File: config.mk
export PLATFORM = sky130hd
export DESIGN_NAME = shift_register_s_p_rx
export DESIGN_NICKNAME = d
export VERILOG_FILES = /design/src/rtl/shift_register_s_p_rx.sv
export SDC_FILE = /design/constraint.sdc
export NUM_CORES = 1
export LEC_CHECK = 0
export BUFFER_PORTS_ARGS = -buffer_cell sky130_fd_sc_hd__clkbuf_2
export CAP_MARGIN = 10
export CORE_ASPECT_RATIO = 1.75
export CORE_MARGIN = 8
export CORE_UTILIZATION = 40
export CTS_BUF_LIST = sky130_fd_sc_hd__clkbuf_4
export CTS_CLUSTER_DIAMETER = 40
export CTS_CLUSTER_SIZE = 16
export DETAILED_ROUTE_END_ITERATION = 12
export PLACE_DENSITY = 0.62
export SLEW_MARGIN = 5
export SYNTH_ARGS = -nofsm -noshare
export SYNTH_HDL_FRONTEND = slang
export SYNTH_SLANG_ARGS = --single-unit
File: constraint.sdc
create_clock -name clk -period 2.9 [get_ports clk]
set_input_delay 0.435 -clock clk [delete_from_list [all_inputs] [get_ports clk]]
set_output_delay 0.435 -clock clk [all_outputs]
set_load 0.05 [all_outputs]
File: src/rtl/shift_register_s_p_rx.sv
// Serial-to-parallel trigger-link receiver.
// Rebuilds LSB-first frames bounded by sync/last and strobes good words.
module shift_register_s_p_rx #(
  parameter int WIDTH       = 100,
  parameter int COUNT_WIDTH = 16
) (
  input  logic                   clk,
  input  logic                   rst_n,
  input  logic                   sync,
  input  logic                   serial_in,
  input  logic                   last,
  output logic [WIDTH-1:0]       data_out,
  output logic                   data_valid,
  output logic                   frame_error,
  output logic                   busy,
  output logic [COUNT_WIDTH-1:0] frame_count
);

  localparam int CW = $clog2(WIDTH);
  localparam logic [CW-1:0] LAST_IDX = CW'(WIDTH - 1);

  typedef enum logic {
    IDLE,
    SHIFT
  } state_t;

  state_t                 state, state_n;
  logic [CW-1:0]          cnt, cnt_n;
  logic [WIDTH-1:0]       shreg, shreg_n;
  logic [WIDTH-1:0]       shifted;
  logic [WIDTH-1:0]       dout_n;
  logic                   dv_n, fe_n;
  logic [COUNT_WIDTH-1:0] fc_n;

  assign shifted = {serial_in, shreg[WIDTH-1:1]};
  assign busy    = (state == SHIFT);

  always_ff @(posedge clk or negedge rst_n) begin
    if (!rst_n) begin
      state       <= IDLE;
      cnt         <= '0;
      shreg       <= '0;
      data_out    <= '0;
      data_valid  <= 1'b0;
      frame_error <= 1'b0;
      frame_count <= '0;
    end else begin
      state       <= state_n;
      cnt         <= cnt_n;
      shreg       <= shreg_n;
      data_out    <= dout_n;
      data_valid  <= dv_n;
      frame_error <= fe_n;
      frame_count <= fc_n;
    end
  end

  always_comb begin
    state_n = state;
    cnt_n   = cnt;
    shreg_n = shreg;
    dout_n  = data_out;
    dv_n    = 1'b0;
    fe_n    = 1'b0;
    fc_n    = frame_count;
    unique case (state)
      IDLE: begin
        if (sync) begin
          shreg_n = shifted;
          cnt_n   = CW'(1);
          state_n = SHIFT;
        end
      end
      SHIFT: begin
        // A fresh sync always wins, even alongside last.
        if (sync) begin
          fe_n    = 1'b1;
          shreg_n = shifted;
          cnt_n   = CW'(1);
        end else if (cnt != LAST_IDX) begin
          if (last) begin
            fe_n    = 1'b1;
            cnt_n   = '0;
            state_n = IDLE;
          end else begin
            shreg_n = shifted;
            cnt_n   = cnt + CW'(1);
          end
        end else if (last) begin
          shreg_n = shifted;
          dout_n  = shifted;
          dv_n    = 1'b1;
          fc_n    = frame_count + COUNT_WIDTH'(1);
          cnt_n   = '0;
          state_n = IDLE;
        end else begin
          fe_n    = 1'b1;
          cnt_n   = '0;
          state_n = IDLE;
        end
      end
      default: begin
        state_n = IDLE;
        cnt_n   = '0;
      end
    endcase
  end

endmodule

==> results.txt, run 1 <==
The routed wire length per instance came out at 14.71 um. The count of TritonRoute iterations in the first routing pass came out at 4. After synthesis, the largest family of logic cells by area is simple AND/OR/NAND/NOR gates. The global-route usage over all layers came out at 13.19%.

The cell depth of the worst min-delay path is 2. The area used by multi-input combinational logic is 2914 um2. The routed design uses 9.039 mm of met2 wire. Clock-pin slew was measured on the worst setup and hold paths at 140 ps. Based on the critical path, the design can be clocked at up to 420.9 MHz. During synthesis, Yosys emitted a total of 0 warnings.

In this run the number of H-tree levels came out at 1. The via count of the routed design is 5525. Global routing finished with a remaining overflow of 0. The average via count per standard cell is 4.674. The multiplexer area fraction after synthesis is 13.27%. The share of final-layout standard cells stronger than drive strength 1 came out at 30.37%. Of the total synthesized cell area, the portion taken by XOR and XNOR cells is 2.018%. STA classifies the critical path startpoint as a flip-flop. The initialized floorplan defines 71 standard-cell rows. The die is 127.4 um wide. The worst clock skew on the final layout came out at 27.98 ps. The initial antenna violation count is 1.

In this run the critical register-to-register path is captured at shreg[86]$_DFFE_PN0P_. The final count of negative-setup-slack endpoints is 0. Counting cells, the worst reg-to-reg path comes to 5.

The critical path is of the reg -> reg type. In this run the post-CTS setup repair buffer count came out at 0. The async set-reset flop share out of synthesis is 100.0%. After detailed routing, the met3 layer carries 914 um of wire. The reported leakage power came out at 5.463 nW.

The later pin in the worst-skew pair is clocked with a latency of 610 ps. The synthesized design contains 225 register bits. The worst IR drop on VDD is 0.3265 mV. The maximum fanout encountered on the critical timing path is 99. The post-synthesis share of cell area spent on full adders, half adders and majority gates came out at 0.5765%. The synthesis-to-finish area growth is 14.92%.

The routed metal-1 wire length is 7.067 mm. The starting density of the core is 40.55%. The netlist area before placement came out at 8682 um2. The highest metal layer used by the detailed router is met4. CTS saw 225 sinks. The transition time of the tightest slew-check pin is 621.7 ps.

The worst hold path begins at sync. The signal on the critical path passes through nor4b_2 -> nand3_1 -> a31oi_4 -> buf_12 -> mux2_2. The number of remaining DRC errors came out at 0. The floorplan step defined a die boundary enclosing 26860 um2. The minimum setup slack in the final design came out at 524.0 ps.

A synthesized cell averages 11.51 um2. The final total negative setup slack came out at 0 ps. The synthesized netlist devotes 16.40% of its cell area to simple gates. For this design, the slowest cell found on the critical path is sky130_fd_sc_hd__nor4b_2.

The max-capacitance violation count came out at 0. Counting both buffers and inverters, the worst setup path holds a total of 1. The total routed wirelength is 17.39 mm. The final max-slew violation count is 0. The required time at the worst-slack endpoint is 3390 ps. Synthesis produced 754 cells.

Counting the fill cells in the layout gives 2082. Among all flip-flop cells after synthesis, the most frequent one is sky130_fd_sc_hd__dfrtp_1. Once detail routing completed, the nets flagged for antenna violations numbered 0. The startpoint identified for the worst register-to-register timing path is cnt[3]$_DFFE_PN0P_. The path with the worst hold slack has its endpoint at data_valid$_DFF_PN0_. The via count of the first global-routing pass is 5787. The number of buffers inserted during clock tree synthesis came out at 21. The routability-driven placement congestion ratio is 0.7233. The tightest min-delay check is of the in -> reg type.

The largest stage delay on the critical path is 470 ps. The core outline area is 21410 um2. The hold violation count in the final report was 0. The detailed-placement wirelength estimate came out at 11.51 mm. The power density normalized to cell area came out at 560.6 nW/um2. The register area share after synthesis is 64.85%.

The clock period could shrink to 2376 ps. Input and output buffers added on the ports amount to 123. The number of distinct standard cells referenced by the synthesized netlist is 34. The data arrival time of the worst path is 2860 ps. Setup repair after global routing left no endpoint under its margin. STA classifies the critical path endpoint as a flip-flop. The post-synthesis compound-gate area fraction is 0.9944%. The first global-routing pass estimated 29.44 mm of wire. The worst reg-to-reg setup slack is 520 ps.

Across the whole layout, storage elements account for 5630 um2. Headroom to the max-slew limit came out at 58.56%. The portion of the clock cycle consumed by the worst path in the final layout is 81.93%.

The net count of the finished layout is 885. The number of enable flip-flop cells after synthesis came out at 0. The net count after synthesis is 763.

The top-level I/O count is 124. TritonCTS built the clock tree. The root cell of the clock tree is sky130_fd_sc_hd__clkbuf_4. The flow ran to the end, and the final reports show no timing, DRC or antenna violations. The die span in y came out at 210.9 um. The largest net degree at the start of global routing is 100.

Broken down by cell family, the worst path's largest delay share belongs to simple AND/OR/NAND/NOR gates. The detailed router finished its first iteration with 262 violations. The deepest clock path buffer count came out at 3. The worst slack after detailed placement came out at 561.5 ps.
## kinds of logic after synthesis
group / count (synthesis)
AO/OA/AOI/OAI: 12
XOR/XNOR: 20
adder cells (fa/ha/maj): 4
buffers and inverters: 38
flip-flops: 225
multiplexers: 99
AND/OR/NAND/NOR: 356
## routing by layer
layer | vias to the layer above | GRT usage [%]
met2 | 96 | 23.65
met3 | 21 | 2.730
met1 | 2719 | 15.26
li1 | 2689 | -
met4 | 0 | 4.412
met5 | - | 0
## cells in the final DEF (no fill, tap or decap), types with 3 or more instances in the layout
cell,Yosys,final
sky130_fd_sc_hd__buf_4,1,5
sky130_fd_sc_hd__inv_1,3,3
sky130_fd_sc_hd__nor4_1,3,3
sky130_fd_sc_hd__clkinv_1,0,4
sky130_fd_sc_hd__nand3_1,7,6
sky130_fd_sc_hd__clkbuf_2,0,122
sky130_fd_sc_hd__inv_6,0,3
sky130_fd_sc_hd__xnor2_1,9,9
sky130_fd_sc_hd__nand2_1,313,313
sky130_fd_sc_hd__o21ai_0,3,3
sky130_fd_sc_hd__xor2_1,11,11
sky130_fd_sc_hd__dfrtp_1,225,225
sky130_fd_sc_hd__mux2_4,10,10
sky130_fd_sc_hd__nor2_1,12,12
sky130_fd_sc_hd__clkbuf_4,0,25
sky130_fd_sc_hd__ha_1,4,4
sky130_fd_sc_hd__nor3_1,5,5
sky130_fd_sc_hd__mux2_2,89,89
sky130_fd_sc_hd__buf_12,0,4
sky130_fd_sc_hd__nand4_1,6,6
## worst max-delay path by stage
stage / startpoint / to / slack, ps / cells past startpoint
2_1_floorplan: cnt[3]$_DFFE_PN0P_ / shreg[89]$_DFFE_PN0P_ / 870 / 6
3_3_place_gp: cnt[3]$_DFFE_PN0P_ / shreg[61]$_DFFE_PN0P_ / 600 / 5
3_5_place_dp: cnt[3]$_DFFE_PN0P_ / shreg[29]$_DFFE_PN0P_ / 560 / 5
4_1_cts: cnt[3]$_DFFE_PN0P_ / shreg[29]$_DFFE_PN0P_ / 540 / 5
5_1_grt: cnt[3]$_DFFE_PN0P_ / shreg[43]$_DFFE_PN0P_ / 470 / 5
6_report: cnt[3]$_DFFE_PN0P_ / shreg[86]$_DFFE_PN0P_ / 520 / 5
## flip-flops by register name (all words and copies together), names as in the netlist
name,count
data_out,100
shreg,99
frame_count,16
cnt,7
busy,1
data_valid,1
frame_error,1
## final cells by class
class,instances,share of cell area (%)
antenna,1,0.02508
clock buffer,25,1.881
clock inverter,11,1.028
inverter,3,0.1129
multi-input combinational,491,29.21
sequential,225,56.43
tap,292,3.662
timing repair buffer,134,7.650
## metrics by stage
| step | instances | utilization (%) | cell area [um2] | power (W) | hold slack (ps) |
|---|---|---|---|---|---|
| global route | 1182 | 46.60 | 9977 | 0.005889 | 172.1 |
| floorplan | 754 | - | 8682 | 0.003897 | 139.4 |
| finish | 1182 | 46.60 | 9977 | 0.005594 | 202.5 |
| CTS | 1181 | 46.59 | 9975 | 0.005700 | 143.8 |
| global placement | 1143 | 45.14 | 9664 | 0.004060 | 410.3 |
| detailed placement | 1143 | 45.14 | 9664 | 0.004079 | 411.2 |
## synthesized netlist by cell type, types with 4 or more instances
| master | number | area share, % |
|---|---|---|
| sky130_fd_sc_hd__nand2_1 | 313 | 14 |
| sky130_fd_sc_hd__nor3_1 | 5 | 0.29 |
| sky130_fd_sc_hd__xor2_1 | 11 | 1.1 |
| sky130_fd_sc_hd__xnor2_1 | 9 | 0.91 |
| sky130_fd_sc_hd__buf_1 | 5 | 0.22 |
| sky130_fd_sc_hd__mux2_2 | 89 | 12 |
| sky130_fd_sc_hd__nor2_1 | 12 | 0.52 |
| sky130_fd_sc_hd__ha_1 | 4 | 0.58 |
| sky130_fd_sc_hd__buf_2 | 8 | 0.46 |
| sky130_fd_sc_hd__nand4_1 | 6 | 0.43 |
| sky130_fd_sc_hd__clkbuf_1 | 20 | 0.86 |
| sky130_fd_sc_hd__nand3_1 | 7 | 0.40 |
| sky130_fd_sc_hd__dfrtp_1 | 225 | 65 |
| sky130_fd_sc_hd__mux2_4 | 10 | 1.7 |
## power by group
group / total [W] / switching, W / internal (W)
Clock: 0.00158 / 0.00104 / 0.000543
Combinational: 0.000438 / 0.000174 / 0.000264
Sequential: 0.00357 / 0.000194 / 0.00338
## repair_timing
| item | CTS | global route |
|---|---|---|
| hold buffers | 2 | 0 |
| endpoints found under the setup margin | 0 | 0 |
| gates resized for setup | 0 | 0 |
| endpoints found under the hold margin | 61 | 0 |
No activity file was read; power rests on OpenSTA's default activity.
==> run 2: changes to the inputs <==
==> constraint.sdc (replaced) <==
create_clock -name clk -period 2.4 [get_ports clk]
set_input_delay 0.36 -clock clk [delete_from_list [all_inputs] [get_ports clk]]
set_output_delay 0.36 -clock clk [all_outputs]
set_load 0.05 [all_outputs]
==> run 2 against run 1 <==
  * Register-to-register slack worse by 230 ps
  * Cell count is 0.59% higher
  * Power is 21% higher
  * Die area stayed put
  * Flip-flop and latch count stayed put
  * Via count is 1.1% higher
  * Sequential power is 21% higher
  * Worst setup slack worse by 230 ps
  * Global-route usage is 0.32 points higher
  * Sequential share of layout area is 0.51 points lower
  * Combinational power is 24% higher
  * Critical endpoint is now shreg[56]$_DFFE_PN0P_
  * Largest cell class unchanged
==> results.txt, run 2 (synthesized netlist as in run 1, its figures left out) <==
The hold violation count in the final report is 0 (unchanged). The core outline area came out at 21410 um2 (unchanged). The worst clock skew on the final layout came out at 34.59 ps (was 27.98 ps). The number of fill cells in the layout was 2035 (was 2082). The number of buffers and inverters on the critical path was 1 (unchanged). The initial detailed-routing violation count came out at 274 (was 262). The final total negative setup slack came to 0 ps (unchanged). The detailed-placement wirelength estimate is 11.57 mm (was 11.51 mm).

The root cell of the clock tree is sky130_fd_sc_hd__clkbuf_4 (unchanged). The synthesis-to-finish area growth is 15.95% (was 14.92%). The routed wire length per instance is 14.84 um (was 14.71 um). The starting density of the core is 40.55% (unchanged). The CTS sink count came to 225 (unchanged). The cell family with the largest share of critical-path delay is flip-flops (was simple AND/OR/NAND/NOR gates). Outcome: finished, final reports clean (unchanged).

The top-level I/O count is 124 (unchanged). The remaining global-route overflow is 0 (unchanged). The power density normalized to cell area came to 673.0 nW/um2 (was 560.6 nW/um2). The max-capacitance violation count was 0 (unchanged). The total instance count after detailed placement came out at 1148 (was 1143). The timing-limited maximum frequency is 474.4 MHz (was 420.9 MHz). The final cell count without fillers is 1189 (was 1182). The routability-driven placement congestion ratio is 0.7508 (was 0.7233). The top register by number of flip-flops was data_out (unchanged).

The average via count per standard cell was 4.697 (was 4.674). The final design area excluding fillers came out at 10070 um2 (was 9977 um2). The global-route usage over all layers is 13.51% (was 13.19%).

The final count of negative-setup-slack endpoints is 0 (unchanged). Sequence of cells on the critical path: ha_1 -> and2_1 -> nand3_1 -> a31oi_4 -> buf_12 -> mux2_2 (was nor4b_2 -> nand3_1 -> a31oi_4 -> buf_12 -> mux2_2). The startpoint class of the critical path was a flip-flop (unchanged). The required time at the worst-slack endpoint is 2930 ps (was 3390 ps). The post-route core utilization is 47.02% (was 46.60%). The data arrival time of the worst path was 2630 ps (was 2860 ps). The CTS tree was built (unchanged).

The largest net degree at the start of global routing came to 84 (was 100). The type of the most critical hold path is in -> reg (unchanged). The cell type of the slowest stage on the worst timing path is sky130_fd_sc_hd__dfrtp_1 (was sky130_fd_sc_hd__nor4b_2). Top library cells by usage in the layout, fill and taps aside: sky130_fd_sc_hd__nand2_1, sky130_fd_sc_hd__dfrtp_1, sky130_fd_sc_hd__clkbuf_2 (unchanged). The net count of the finished layout came out at 892 (was 885). The largest stage delay on the critical path is 410 ps (was 470 ps).

The chip width was 127.4 um (unchanged). The maximum fanout encountered on the critical timing path came out at 59 (was 99). The antenna violation net count after detailed routing came out at 0 (unchanged). The area of the die was 26860 um2 (unchanged).

The share of final-layout standard cells stronger than drive strength 1 came to 31.03% (was 30.37%). The number of buffers inserted during clock tree synthesis was 23 (was 21). The row count is 71 (unchanged). Setup repair after global routing missed its margin: false (unchanged). The count of TritonRoute iterations in the first routing pass is 4 (unchanged). The portion of the clock cycle consumed by the worst path in the final layout came to 87.83% (was 81.93%).

The critical path endpoint category is a flip-flop (unchanged). The first-pass GRT wire length is 30.32 mm (was 29.44 mm). The via count of the first global-routing pass came out at 5905 (was 5787). The total routed wirelength is 17.64 mm (was 17.39 mm). The most common cell after layout, fill and taps aside is sky130_fd_sc_hd__nand2_1 (unchanged). The via count of the routed design came to 5585 (was 5525). The instance area after placement is 9752 um2 (was 9664 um2). The number of remaining DRC errors is 0 (unchanged). The final max-slew violation count was 0 (unchanged). The transition time of the tightest slew-check pin came out at 639.6 ps (was 621.7 ps). The initial antenna violation count came out at 1 (unchanged).

The number of gates resized after cts was 0 (unchanged). The count of buffers inserted at the top-level ports is 123 (unchanged). The die span in y came out at 210.9 um (unchanged). The minimum period implied by the final worst setup slack came to 2108 ps (was 2376 ps).

The deepest clock path buffer count came to 3 (unchanged). The source-to-sink clock delay at the later pin of the worst-skew pair is 650 ps (was 610 ps). The worst slew slack as a fraction of its limit is 57.36% (was 58.56%). The number of flip-flops in the largest register came out at 100 (unchanged). The category of the most critical setup path is reg -> reg (unchanged). The worst IR drop on VDD came out at 0.3274 mV (was 0.3265 mV).

Registers with the highest flip-flop counts: data_out (100), shreg (99), frame_count (16) (unchanged). The clock transition at the registers of the reported paths is 120 ps (was 140 ps). The count of H-tree levels built during CTS came out at 1 (unchanged). The reported leakage power came to 5.500 nW (was 5.463 nW).
## run 2: worst paths after layout
path                                           from                       end  slack, ps  depth (start not counted)
max                              cnt[0]$_DFFE_PN0P_     shreg[56]$_DFFE_PN0P_        290                          6
min                                            sync      data_valid$_DFF_PN0_        120                          2
max reg2reg                      cnt[0]$_DFFE_PN0P_     shreg[56]$_DFFE_PN0P_        290                          6
min reg2reg                data_out[15]$_DFFE_PN0P_  data_out[15]$_DFFE_PN0P_        490                          2
max in group asynchronous                     rst_n     shreg[20]$_DFFE_PN0P_       1400                          3
min in group asynchronous                     rst_n      shreg[5]$_DFFE_PN0P_        320                          2
## run 2: timing repair
action | CTS | global route
hold endpoints to repair | 79 | 0
hold buffers | 2 | 0
buffers inserted | 0 | 0
## run 2: per-layer routing
metal,vias to the layer above,GRT usage (%),routed length (um)
met2,85,24.00,9210
li1,2696,-,-
met5,-,0,0
met4,0,4.742,434
met1,2774,15.89,7182
met3,30,2.553,813
## run 2: area by class of cell
class | instances | area, um2 | area share, %
Antenna cell | 1 | 2.502 | 0.02486
Clock buffer | 24 | 180.2 | 1.790
Clock inverter | 14 | 112.6 | 1.119
Inverter | 3 | 11.26 | 0.1119
Multi-Input combinational cell | 491 | 2914 | 28.95
Sequential cell | 225 | 5630 | 55.93
Tap cell | 292 | 365.4 | 3.629
Timing Repair Buffer | 139 | 850.8 | 8.451
## run 2: report_power, final
part	internal (W)	total, W	switching (W)
Clock	0.000637	0.00192	0.00128
Combinational	0.000327	0.000541	0.000214
Sequential	0.00408	0.00432	0.000236
Total	0.00504	0.00678	0.00173
## run 2: worst reg2reg max path, delay by kind of cell, from the launching register on
family | cells | cell delay (ps)
and+or+nand+nor | 2 | 370
muxes | 1 | 420
adders and majority gates | 1 | 210
buffers and inverters | 1 | 340
DFF | 1 | 410
AOI/OAI and AO/OA | 1 | 260
## run 2: per-stage QoR
stage | worst slack (ps) | total power [W] | hold slack [ps]
finish | 292.1 | 0.006776 | 120.4
floorplan | 372.7 | 0.004708 | 64.41
CTS | 294.1 | 0.006901 | 64.17
detailed placement | 293.2 | 0.004944 | 413.8
global route | 160.8 | 0.007122 | 70.04
global placement | 335.8 | 0.004916 | 406.7
